## src/rtl/md5_digit_cracker.sv

```systemverilog
`timescale 1ns/1ps
// MD5 brute-force search over fixed-length decimal-digit passwords.
// One MD5 round per clock; BCD candidates step by STRIDE until a digest match or wrap past all nines.
module md5_digit_cracker #(
   parameter int unsigned N_DIGITS = 8,
   parameter int unsigned STRIDE   = 1
) (
   input  logic                  clk,
   input  logic                  reset_n,
   input  logic                  start,
   input  logic [4*N_DIGITS-1:0] start_val,
   input  logic [127:0]          target,
   input  logic                  abort,
   output logic                  busy,
   output logic                  done,
   output logic                  found,
   output logic                  exhausted,
   output logic [4*N_DIGITS-1:0] match_val,
   output logic [127:0]          hash,
   output logic [31:0]           cand_cnt
);
   localparam int unsigned W = 4*N_DIGITS;
   localparam logic [31:0] A0 = 32'h67452301;
   localparam logic [31:0] B0 = 32'hefcdab89;
   localparam logic [31:0] C0 = 32'h98badcfe;
   localparam logic [31:0] D0 = 32'h10325476;

   localparam logic [31:0] K [64] = '{
      32'hd76aa478, 32'he8c7b756, 32'h242070db, 32'hc1bdceee,
      32'hf57c0faf, 32'h4787c62a, 32'ha8304613, 32'hfd469501,
      32'h698098d8, 32'h8b44f7af, 32'hffff5bb1, 32'h895cd7be,
      32'h6b901122, 32'hfd987193, 32'ha679438e, 32'h49b40821,
      32'hf61e2562, 32'hc040b340, 32'h265e5a51, 32'he9b6c7aa,
      32'hd62f105d, 32'h02441453, 32'hd8a1e681, 32'he7d3fbc8,
      32'h21e1cde6, 32'hc33707d6, 32'hf4d50d87, 32'h455a14ed,
      32'ha9e3e905, 32'hfcefa3f8, 32'h676f02d9, 32'h8d2a4c8a,
      32'hfffa3942, 32'h8771f681, 32'h6d9d6122, 32'hfde5380c,
      32'ha4beea44, 32'h4bdecfa9, 32'hf6bb4b60, 32'hbebfbc70,
      32'h289b7ec6, 32'heaa127fa, 32'hd4ef3085, 32'h04881d05,
      32'hd9d4d039, 32'he6db99e5, 32'h1fa27cf8, 32'hc4ac5665,
      32'hf4292244, 32'h432aff97, 32'hab9423a7, 32'hfc93a039,
      32'h655b59c3, 32'h8f0ccc92, 32'hffeff47d, 32'h85845dd1,
      32'h6fa87e4f, 32'hfe2ce6e0, 32'ha3014314, 32'h4e0811a1,
      32'hf7537e82, 32'hbd3af235, 32'h2ad7d2bb, 32'heb86d391
   };

   // Indexed by {round group, i mod 4}.
   localparam logic [4:0] SH [16] = '{
      5'd7, 5'd12, 5'd17, 5'd22, 5'd5, 5'd9,  5'd14, 5'd20,
      5'd4, 5'd11, 5'd16, 5'd23, 5'd6, 5'd10, 5'd15, 5'd21
   };

   typedef enum logic [2:0] {S_IDLE, S_LOAD, S_ROUND, S_FINAL, S_CHECK} state_t;

   state_t         state_q;
   logic [W-1:0]   cand_q, cand_d, match_q;
   logic [127:0]   target_q, hash_q;
   logic [31:0]    a_q, b_q, c_q, d_q, b_d, cnt_q;
   logic [5:0]     i_q;
   logic           done_q, found_q, exh_q, ovf_d;
   logic [511:0]   msg;
   logic [31:0]    func, mword, sum, rot;
   logic [3:0]     g, ii;
   logic [4:0]     sh;
   logic [4:0]     dsum;
   logic [3:0]     cy;

   function automatic logic [31:0] bswap(input logic [31:0] x);
      return {x[7:0], x[15:8], x[23:16], x[31:24]};
   endfunction

   // The message block is a pure function of the current candidate, which only changes in CHECK.
   always_comb begin
      msg = '0;
      for (int unsigned j = 0; j < N_DIGITS; j++)
         msg[8*j +: 8] = 8'h30 + {4'h0, cand_q[4*(N_DIGITS-1-j) +: 4]};
      msg[8*N_DIGITS +: 8] = 8'h80;
      msg[448 +: 32]       = 32'(8*N_DIGITS);
   end

   always_comb begin
      ii   = i_q[3:0];
      func = '0;
      g    = '0;
      case (i_q[5:4])
         2'd0: begin func = (b_q & c_q) | (~b_q & d_q); g = ii;                end
         2'd1: begin func = (d_q & b_q) | (~d_q & c_q); g = ii * 4'd5 + 4'd1;  end
         2'd2: begin func = b_q ^ c_q ^ d_q;            g = ii * 4'd3 + 4'd5;  end
         default: begin func = c_q ^ (b_q | ~d_q);      g = ii * 4'd7;         end
      endcase
      sh    = SH[{i_q[5:4], i_q[1:0]}];
      mword = msg[{g, 5'd0} +: 32];
      sum   = a_q + func + K[i_q] + mword;
      rot   = (sum << sh) | (sum >> (6'd32 - {1'b0, sh}));
      b_d   = b_q + rot;
   end

   // Ripple BCD add of STRIDE; a carry out of the top digit means the space is exhausted.
   always_comb begin
      cand_d = cand_q;
      cy     = 4'(STRIDE);
      dsum   = '0;
      for (int unsigned n = 0; n < N_DIGITS; n++) begin
         dsum = {1'b0, cand_q[4*n +: 4]} + {1'b0, cy};
         if (dsum > 5'd9) begin
            cand_d[4*n +: 4] = 4'(dsum - 5'd10);
            cy               = 4'd1;
         end else begin
            cand_d[4*n +: 4] = dsum[3:0];
            cy               = 4'd0;
         end
      end
      ovf_d = (cy != 4'd0);
   end

   always_ff @(posedge clk or negedge reset_n) begin
      if (!reset_n) begin
         state_q  <= S_IDLE;
         cand_q   <= '0;
         match_q  <= '0;
         target_q <= '0;
         hash_q   <= '0;
         a_q      <= '0;
         b_q      <= '0;
         c_q      <= '0;
         d_q      <= '0;
         cnt_q    <= '0;
         i_q      <= '0;
         done_q   <= 1'b0;
         found_q  <= 1'b0;
         exh_q    <= 1'b0;
      end else begin
         done_q <= 1'b0;
         if (abort) begin
            state_q <= S_IDLE;
         end else begin
            case (state_q)
               S_IDLE: if (start) begin
                  cand_q   <= start_val;
                  target_q <= target;
                  found_q  <= 1'b0;
                  exh_q    <= 1'b0;
                  cnt_q    <= '0;
                  state_q  <= S_LOAD;
               end
               S_LOAD: begin
                  a_q     <= A0;
                  b_q     <= B0;
                  c_q     <= C0;
                  d_q     <= D0;
                  i_q     <= '0;
                  state_q <= S_ROUND;
               end
               S_ROUND: begin
                  a_q <= d_q;
                  b_q <= b_d;
                  c_q <= b_q;
                  d_q <= c_q;
                  i_q <= i_q + 6'd1;
                  if (i_q == 6'd63) state_q <= S_FINAL;
               end
               S_FINAL: begin
                  hash_q  <= {bswap(a_q + A0), bswap(b_q + B0), bswap(c_q + C0), bswap(d_q + D0)};
                  state_q <= S_CHECK;
               end
               S_CHECK: begin
                  if (cnt_q != '1) cnt_q <= cnt_q + 32'd1;
                  if (hash_q == target_q) begin
                     found_q <= 1'b1;
                     match_q <= cand_q;
                     done_q  <= 1'b1;
                     state_q <= S_IDLE;
                  end else if (ovf_d) begin
                     exh_q   <= 1'b1;
                     done_q  <= 1'b1;
                     state_q <= S_IDLE;
                  end else begin
                     cand_q  <= cand_d;
                     state_q <= S_LOAD;
                  end
               end
               default: state_q <= S_IDLE;
            endcase
         end
      end
   end

   assign busy      = (state_q != S_IDLE);
   assign done      = done_q;
   assign found     = found_q;
   assign exhausted = exh_q;
   assign match_val = match_q;
   assign hash      = hash_q;
   assign cand_cnt  = cnt_q;
endmodule

```

## config.mk

```make
export PLATFORM = sky130hd
export DESIGN_NAME = md5_digit_cracker
export DESIGN_NICKNAME = d
export VERILOG_FILES = /design/src/rtl/md5_digit_cracker.sv
export SDC_FILE = /design/constraint.sdc
export NUM_CORES = 2
export LEC_CHECK = 0
export CAP_MARGIN = 20
export CORE_ASPECT_RATIO = 1.25
export CORE_MARGIN = 2
export CORE_UTILIZATION = 53
export DETAILED_ROUTE_END_ITERATION = 10
export PLACE_DENSITY = 0.78
export SETUP_SLACK_MARGIN = 0.3
export SLEW_MARGIN = 5
export SYNTH_ARGS = -nofsm -noshare
export SYNTH_HDL_FRONTEND = slang
export SYNTH_SLANG_ARGS = --single-unit
```

## constraint.sdc

```tcl
create_clock -name clk -period 12.75 [get_ports clk]
set_input_delay 1.9125 -clock clk [delete_from_list [all_inputs] [get_ports clk]]
set_output_delay 1.9125 -clock clk [all_outputs]
set_load 0.05 [all_outputs]
```

After elaboration in Yosys (flattened, before gate mapping)
Memory sizes are Yosys's and may differ from the RTL's.
Index checks and enable logic that the tools add are counted.
{"block": "totals", "mem_bits_rw": 0, "romBits": 2128, "out_inout_bits": 196, "word_cells": 167, "reg_bits": 492, "memories": 2, "latchBits": 0}
{"name": "(no name shown)", "depth": 64, "word_bits": 32, "read_ports": 1, "rd_clocked_by_memory_dff": 0, "write_ports": 0, "line_no": "93", "source": "sum = a_q + func + K[i_q] + mword;"}
{"name": "(no name shown)", "depth": 16, "word_bits": 5, "read_ports": 1, "rd_clocked_by_memory_dff": 0, "write_ports": 0, "line_no": "91", "source": "sh = SH[{i_q[5:4], i_q[1:0]}];"}
{"block": "op_classes", "shifts": 3, "order_cmp": 10, "add_sub_neg": 37, "muxes": 50, "n_eq_ne": 17, "n_mul": 3, "div_mod_pow": 0, "n_reduce_logical": 15, "bitwise": 16}
{"cell": "$shiftx 512x10->32", "count": 1}
{"cell": "$pmux 32 s2", "count": 6}
{"cell": "$mux 32", "count": 7}
{"cell": "$add 32x32->32", "count": 4}
{"cell": "$and 32x32->32", "count": 4}
{"cell": "$eq 128x128->1", "count": 1}
{"cell": "$or 32x32->32", "count": 4}
{"cell": "$pmux 32 s3", "count": 1}
{"cell": "$xor 32x32->32", "count": 3}
{"cell": "$add 32x32->32 const B", "count": 2}
{"cell": "$not 32->32", "count": 2}
{"cell": "$add 6x4->7 const A", "count": 8}
{"cell": "$gt 5x4->1 const B", "count": 8}
{"cell": "$add 4x1->5", "count": 7}
{"cell": "$add 32x1->32 const B", "count": 1}
{"cell": "$add 32x29->32 const B", "count": 1}
{"cell": "$add 32x31->32 const B", "count": 1}
{"cell": "$mux 4", "count": 8}
{"cell": "$ne 32x32->1 const B", "count": 1}
{"cell": "$shl 32x5->32", "count": 1}
{"cell": "$shr 32x6->32", "count": 1}
{"cell": "$sub 4x4->4 const B", "count": 8}
{"cell": "$mux 1", "count": 18}
{"cell": "$pmux 3 s5", "count": 1}
{"cell": "34 further kinds", "count": 52}

Longest topological paths before layout
{"block": "logic_depth", "word_depth": 29, "ltp_mapped": 71}

Worst setup path after synthesis
OpenSTA, ideal clock, no wires.
{"block": "synth_timing", "path_kind": "register to register", "start": "reg cand_q[0]", "end": "reg cand_q[25]", "arrival_time_ns": 12.793, "setup_slack_ns": -0.180, "stages_incl_launch_ff": 70, "n_path_buf": 2, "path_cell_list": "dfrtp_1 -> ha_1 -> xor2_1 -> inv_1 -> ha_1 -> inv_1 -> a21oi_1 -> o21ai_0 -> o31a_1 -> o21ai_0 -> a21oi_1 -> inv_1 -> ha_1 -> ha_1 -> xnor2_1 -> ha_1 -> a21oi_1 -> mux2_2 -> [... 34 more ...] -> ha_1 -> ha_1 -> xnor2_1 -> ha_1 -> a21boi_0 -> a311oi_1 -> a31oi_1 -> inv_1 -> ha_1 -> ha_1 -> nor2_1 -> a21oi_1 -> o22a_1 -> or2_2 -> a21oi_1 -> clkbuf_1 -> clkbuf_1 -> a21oi_1"}
{"block": "synth_via", "elab_chain_cells": 27}
{"element": "start, declared", "line_no": "56", "source": "logic [W-1:0] cand_q, cand_d, match_q;"}
{"element": "start signal, assigned", "line_no": "139", "source": "cand_q <= start_val;"}
{"element": "start signal, assigned", "line_no": "178", "source": "cand_q <= cand_d;"}
{"element": "$add 4x1->5 *", "line_no": "104", "source": "dsum = {1'b0, cand_q[4*n +: 4]} + {1'b0, cy};"}
{"element": "$gt 5x4->1 *", "line_no": "105", "source": "if (dsum > 5'd9) begin"}
{"element": "$mux 1 *", "line_no": "105"}
{"element": "$add 4x1->5 *", "line_no": "104"}
{"element": "$gt 5x4->1 *", "line_no": "105"}
{"element": "$mux 1 *", "line_no": "105"}
{"element": "$add 4x1->5 *", "line_no": "104"}
{"element": "$gt 5x4->1 *", "line_no": "105"}
{"element": "[... 11 more ...]"}
{"element": "$gt 5x4->1", "line_no": "105"}
{"element": "$mux 1", "line_no": "105"}
{"element": "$add 4x1->5", "line_no": "104"}
{"element": "$gt 5x4->1", "line_no": "105"}
{"element": "$mux 1", "line_no": "105"}
{"element": "$reduce_bool 4->1", "line_no": "113", "source": "ovf_d = (cy != 4'd0);"}
{"element": "$ne 2x2->1 (no source line)"}
{"element": "$reduce_and 5->1 (no source line)"}
Every way passes the cells marked *; elsewhere a longest branch is shown, timed or not. The select of a mux whose other input is x is not followed.
A chain may end at the register's enable or synchronous reset.

Final worst setup path
{"block": "layout_timing", "start": "reg cand_q[0]", "end": "reg cand_q[1]"}
{"block": "layout_via", "elab_chain_cells": 27}
{"element": "$add 4x1->5 *", "line_no": "104"}
{"element": "$gt 5x4->1", "line_no": "105"}
{"element": "$mux 1", "line_no": "105"}
{"element": "$add 4x1->5", "line_no": "104"}
{"element": "$gt 5x4->1", "line_no": "105"}
{"element": "$mux 1", "line_no": "105"}
{"element": "$add 4x1->5", "line_no": "104"}
{"element": "$gt 5x4->1", "line_no": "105"}
{"element": "[... 11 more ...]"}
{"element": "$gt 5x4->1", "line_no": "105"}
{"element": "$mux 1", "line_no": "105"}
{"element": "$add 4x1->5", "line_no": "104"}
{"element": "$gt 5x4->1", "line_no": "105"}
{"element": "$mux 1", "line_no": "105"}
{"element": "$reduce_bool 4->1", "line_no": "113"}
{"element": "$ne 2x2->1 (no source line)"}
{"element": "$reduce_and 5->1 (no source line)"}
Marks and branches as above.

==> results.sh <==
export IMPL_ioPinCount=360
export IMPL_syn_num_nets=4658
export IMPL_clk_pin_slew_ns=0.07
export IMPL_drtPass1Iterations=6
export IMPL_cp_max_fo=6
export IMPL_syn_to_final_growth_pct=19.8
export IMPL_h_tree_depth=2
export IMPL_min_path_cells=1
export IMPL_hold_buffers=0
export IMPL_finalWorstSetupSlack_ns=0.614
export IMPL_synth_edff_count=0
export IMPL_n_fill_cell=5758
export IMPL_routed_wl_mm=144
export IMPL_slew_viol_final=0
export IMPL_status="completed"
export IMPL_synth_commonest_cells="dfrtp_1 (492), nand2_1 (469), nor2_1 (334)"
export IMPL_fmax_mhz=82.4
export IMPL_finalInstanceArea_um2=44500
export IMPL_initial_core_util=0.536
export IMPL_syn_inst=4289
export IMPL_cap_viol_max_count=0
export IMPL_reg2regPathDepth=72
export IMPL_synth_seq_area_share=0.332
export IMPL_startpoint_type="register"
export IMPL_netlist_area_um2=37100
export IMPL_multiInputGateArea_um2=23200
export IMPL_antenna_found_initial=6
export IMPL_nets=4996
export IMPL_min_from="match_val[24]"
export IMPL_insertion_delay_ns=0.59
export IMPL_cts_sink_count=492
export IMPL_hold_violations=0
export IMPL_drtIter0Drc=3826
export IMPL_gp_congestion=1.03
export IMPL_min_to="match_val[24]"
export IMPL_wl_per_cell_um=25.7
export IMPL_yosysTopAreaCellShare=0.332
export IMPL_synth_area_top_cells="dfrtp_1 (33%), xnor2_1 (6.2%), mux2_2 (5.8%)"
export IMPL_cts_tree="built"
export IMPL_end_kind="register"
export IMPL_ff_latch_area_um2=12300
export IMPL_final_min_clock_period_ns=12.14
export IMPL_cts_root_buf="clkbuf_16"
export IMPL_async_flop_share=1.00
export IMPL_drc=0
export IMPL_drive_above_1_share=0.136
export IMPL_hp_class="reg2reg"
export IMPL_yosys_area_top_type="dfrtp_1"
export IMPL_hpwl_mm=109
export IMPL_ys_seq_elements=492
export IMPL_yosysUniqueCellTypes=96
export IMPL_slowest_delay_ns=0.44
export IMPL_worstPathArrival_ns=12.64
export IMPL_rows=108
export IMPL_r2r_end="cand_q[1]"
export IMPL_cpMaxStageDelayCell="dfrtp_2"
export IMPL_rsz0062_at_grt="yes"
export IMPL_cts_buffers=46
export IMPL_ff2ff_setup_slack_ns=0.61
export IMPL_drtAntennaViolNets=0
export IMPL_vias_per_cell=6.40
export IMPL_dp_slack_ns=-0.419
export IMPL_timing_slew_headroom=0.301
export IMPL_dieArea_um2=72200
export IMPL_skew_ns=0.0117
export IMPL_core_area_um2=69300
export IMPL_first_global_vias=34200
export IMPL_ctsLongestPathBuffers=3
export IMPL_post_synth_top_count_cell="dfrtp_1"
export IMPL_fin_crit_sh=0.952
export IMPL_hold_ws_ns=0.502
export IMPL_grt_start_max_net_pins=119
export IMPL_die_x_um=241
export IMPL_die_h_um=300
export IMPL_track_usage=0.390
export IMPL_grt_ovfl_total=0
export IMPL_numPortBuffers=359
export IMPL_layout_cells_non_filler=5600
export IMPL_rr_startpoint="cand_q[0]"
export IMPL_setup_viol=0
export IMPL_worst_pin_slew_ns=1.05
export IMPL_ys_flop_type="dfrtp_1"
export IMPL_grt_pass1_wl_mm=213
export IMPL_num_vias=35800
export IMPL_dp_cells=5490
export IMPL_dpl_cell_area_um2=42500
export IMPL_yosysWarnings=0
export IMPL_critPathKind="reg2reg"
export IMPL_cp_required_ns=13.25
export IMPL_synth_area_per_cell_um2=8.66
export IMPL_crit_top_cell="ha_2"
## kinds of logic (layout without fill, tap and decap cells)
kind of cell               count (synthesis)  in the layout  share of synthesized area
xor gates and xnor gates                 379            379                     0.0898
and+or+nand+nor                         1229           1229                      0.151
muxes                                    280            280                     0.0874
buffers and inverters                    504            875                     0.0521
other                                      0              5                          0
AOI/OAI and AO/OA                       1200           1200                      0.206
DFF                                      492            492                      0.332
adders and majority gates                205            205                     0.0820
## layout by cell type (no fill, tap or decap), types with 77 or more instances in the layout
cell type,count
xnor2_1,253
nand2_1,467
ha_1,124
o21ai_0,320
mux2_2,190
clkdlybuf4s50_1,358
nor2_1,332
a31oi_1,79
inv_1,171
nor3_1,77
buf_4,240
xor2_1,113
dfrtp_1,487
a21oi_1,303
## area by class of cell
class,count,share of cell area
diodes,5,0.000281
clock buffers,61,0.0292
clock inverters,20,0.00484
inverters,188,0.0159
multi-input cells,3293,0.522
flip-flops and latches,492,0.277
well taps,935,0.0263
repair buffers,606,0.124
## critical path, delay by kind of cell, from the launching register on
kind	cells	cell delay (ns)
buf+inv	15	1.40
compound gates	25	3.69
flops	1	0.44
simple gates	3	0.43
fa+ha+maj	22	4.64
xor+xnor	5	0.90
mux	2	0.56
## through the flow
step                 util  setup TNS, ns
finish              0.642              0
global route        0.641       -0.00483
CTS                 0.638              0
floorplan               -              0
detailed placement  0.613         -11.53
global placement    0.613              0
## registers in the layout, indices dropped and copies added (netlist names), 32 cells and up
| signal | flops |
|---|---|
| target_q | 128 |
| cand_cnt | 32 |
| d_q | 32 |
| a_q | 32 |
| match_val | 32 |
| hash | 128 |
| c_q | 32 |
| cand_q | 32 |
| b_q | 32 |
## worst max-delay path by stage
stage / start / cells past startpoint / slack, ns / endpoint
floorplan: cand_q[0] / 68 / 0.33 / cand_q[10]
global placement: cand_q[0] / 68 / 0.21 / cand_q[2]
detailed placement: cand_q[0] / 69 / -0.42 / cand_q[12]
CTS: cand_q[1] / 70 / 0.33 / cand_q[26]
global route: cand_q[1] / 71 / -0.005 / cand_q[3]
finish: cand_q[0] / 72 / 0.61 / cand_q[1]
## metal layers
metal  part of all wire  up-vias  GRT usage  routed length, um
met4              0.080        4      0.268              11500
met3              0.089      498     0.0631              12800
met2               0.46     2086      0.621              65800
met5            0.00016        -          0                 23
li1                   -    16000          -                  -
met1               0.37    17300      0.485              53600
## repair_timing
action,4_1_cts,5_1_grt
buffers inserted,13,8
gates cloned,1,0
setup endpoints to repair,34,35
pin swaps,9,14
resized for setup,20,37
Power is not shown: default switching activity piles up to over one toggle a cycle in this logic, so the estimate is an artifact.
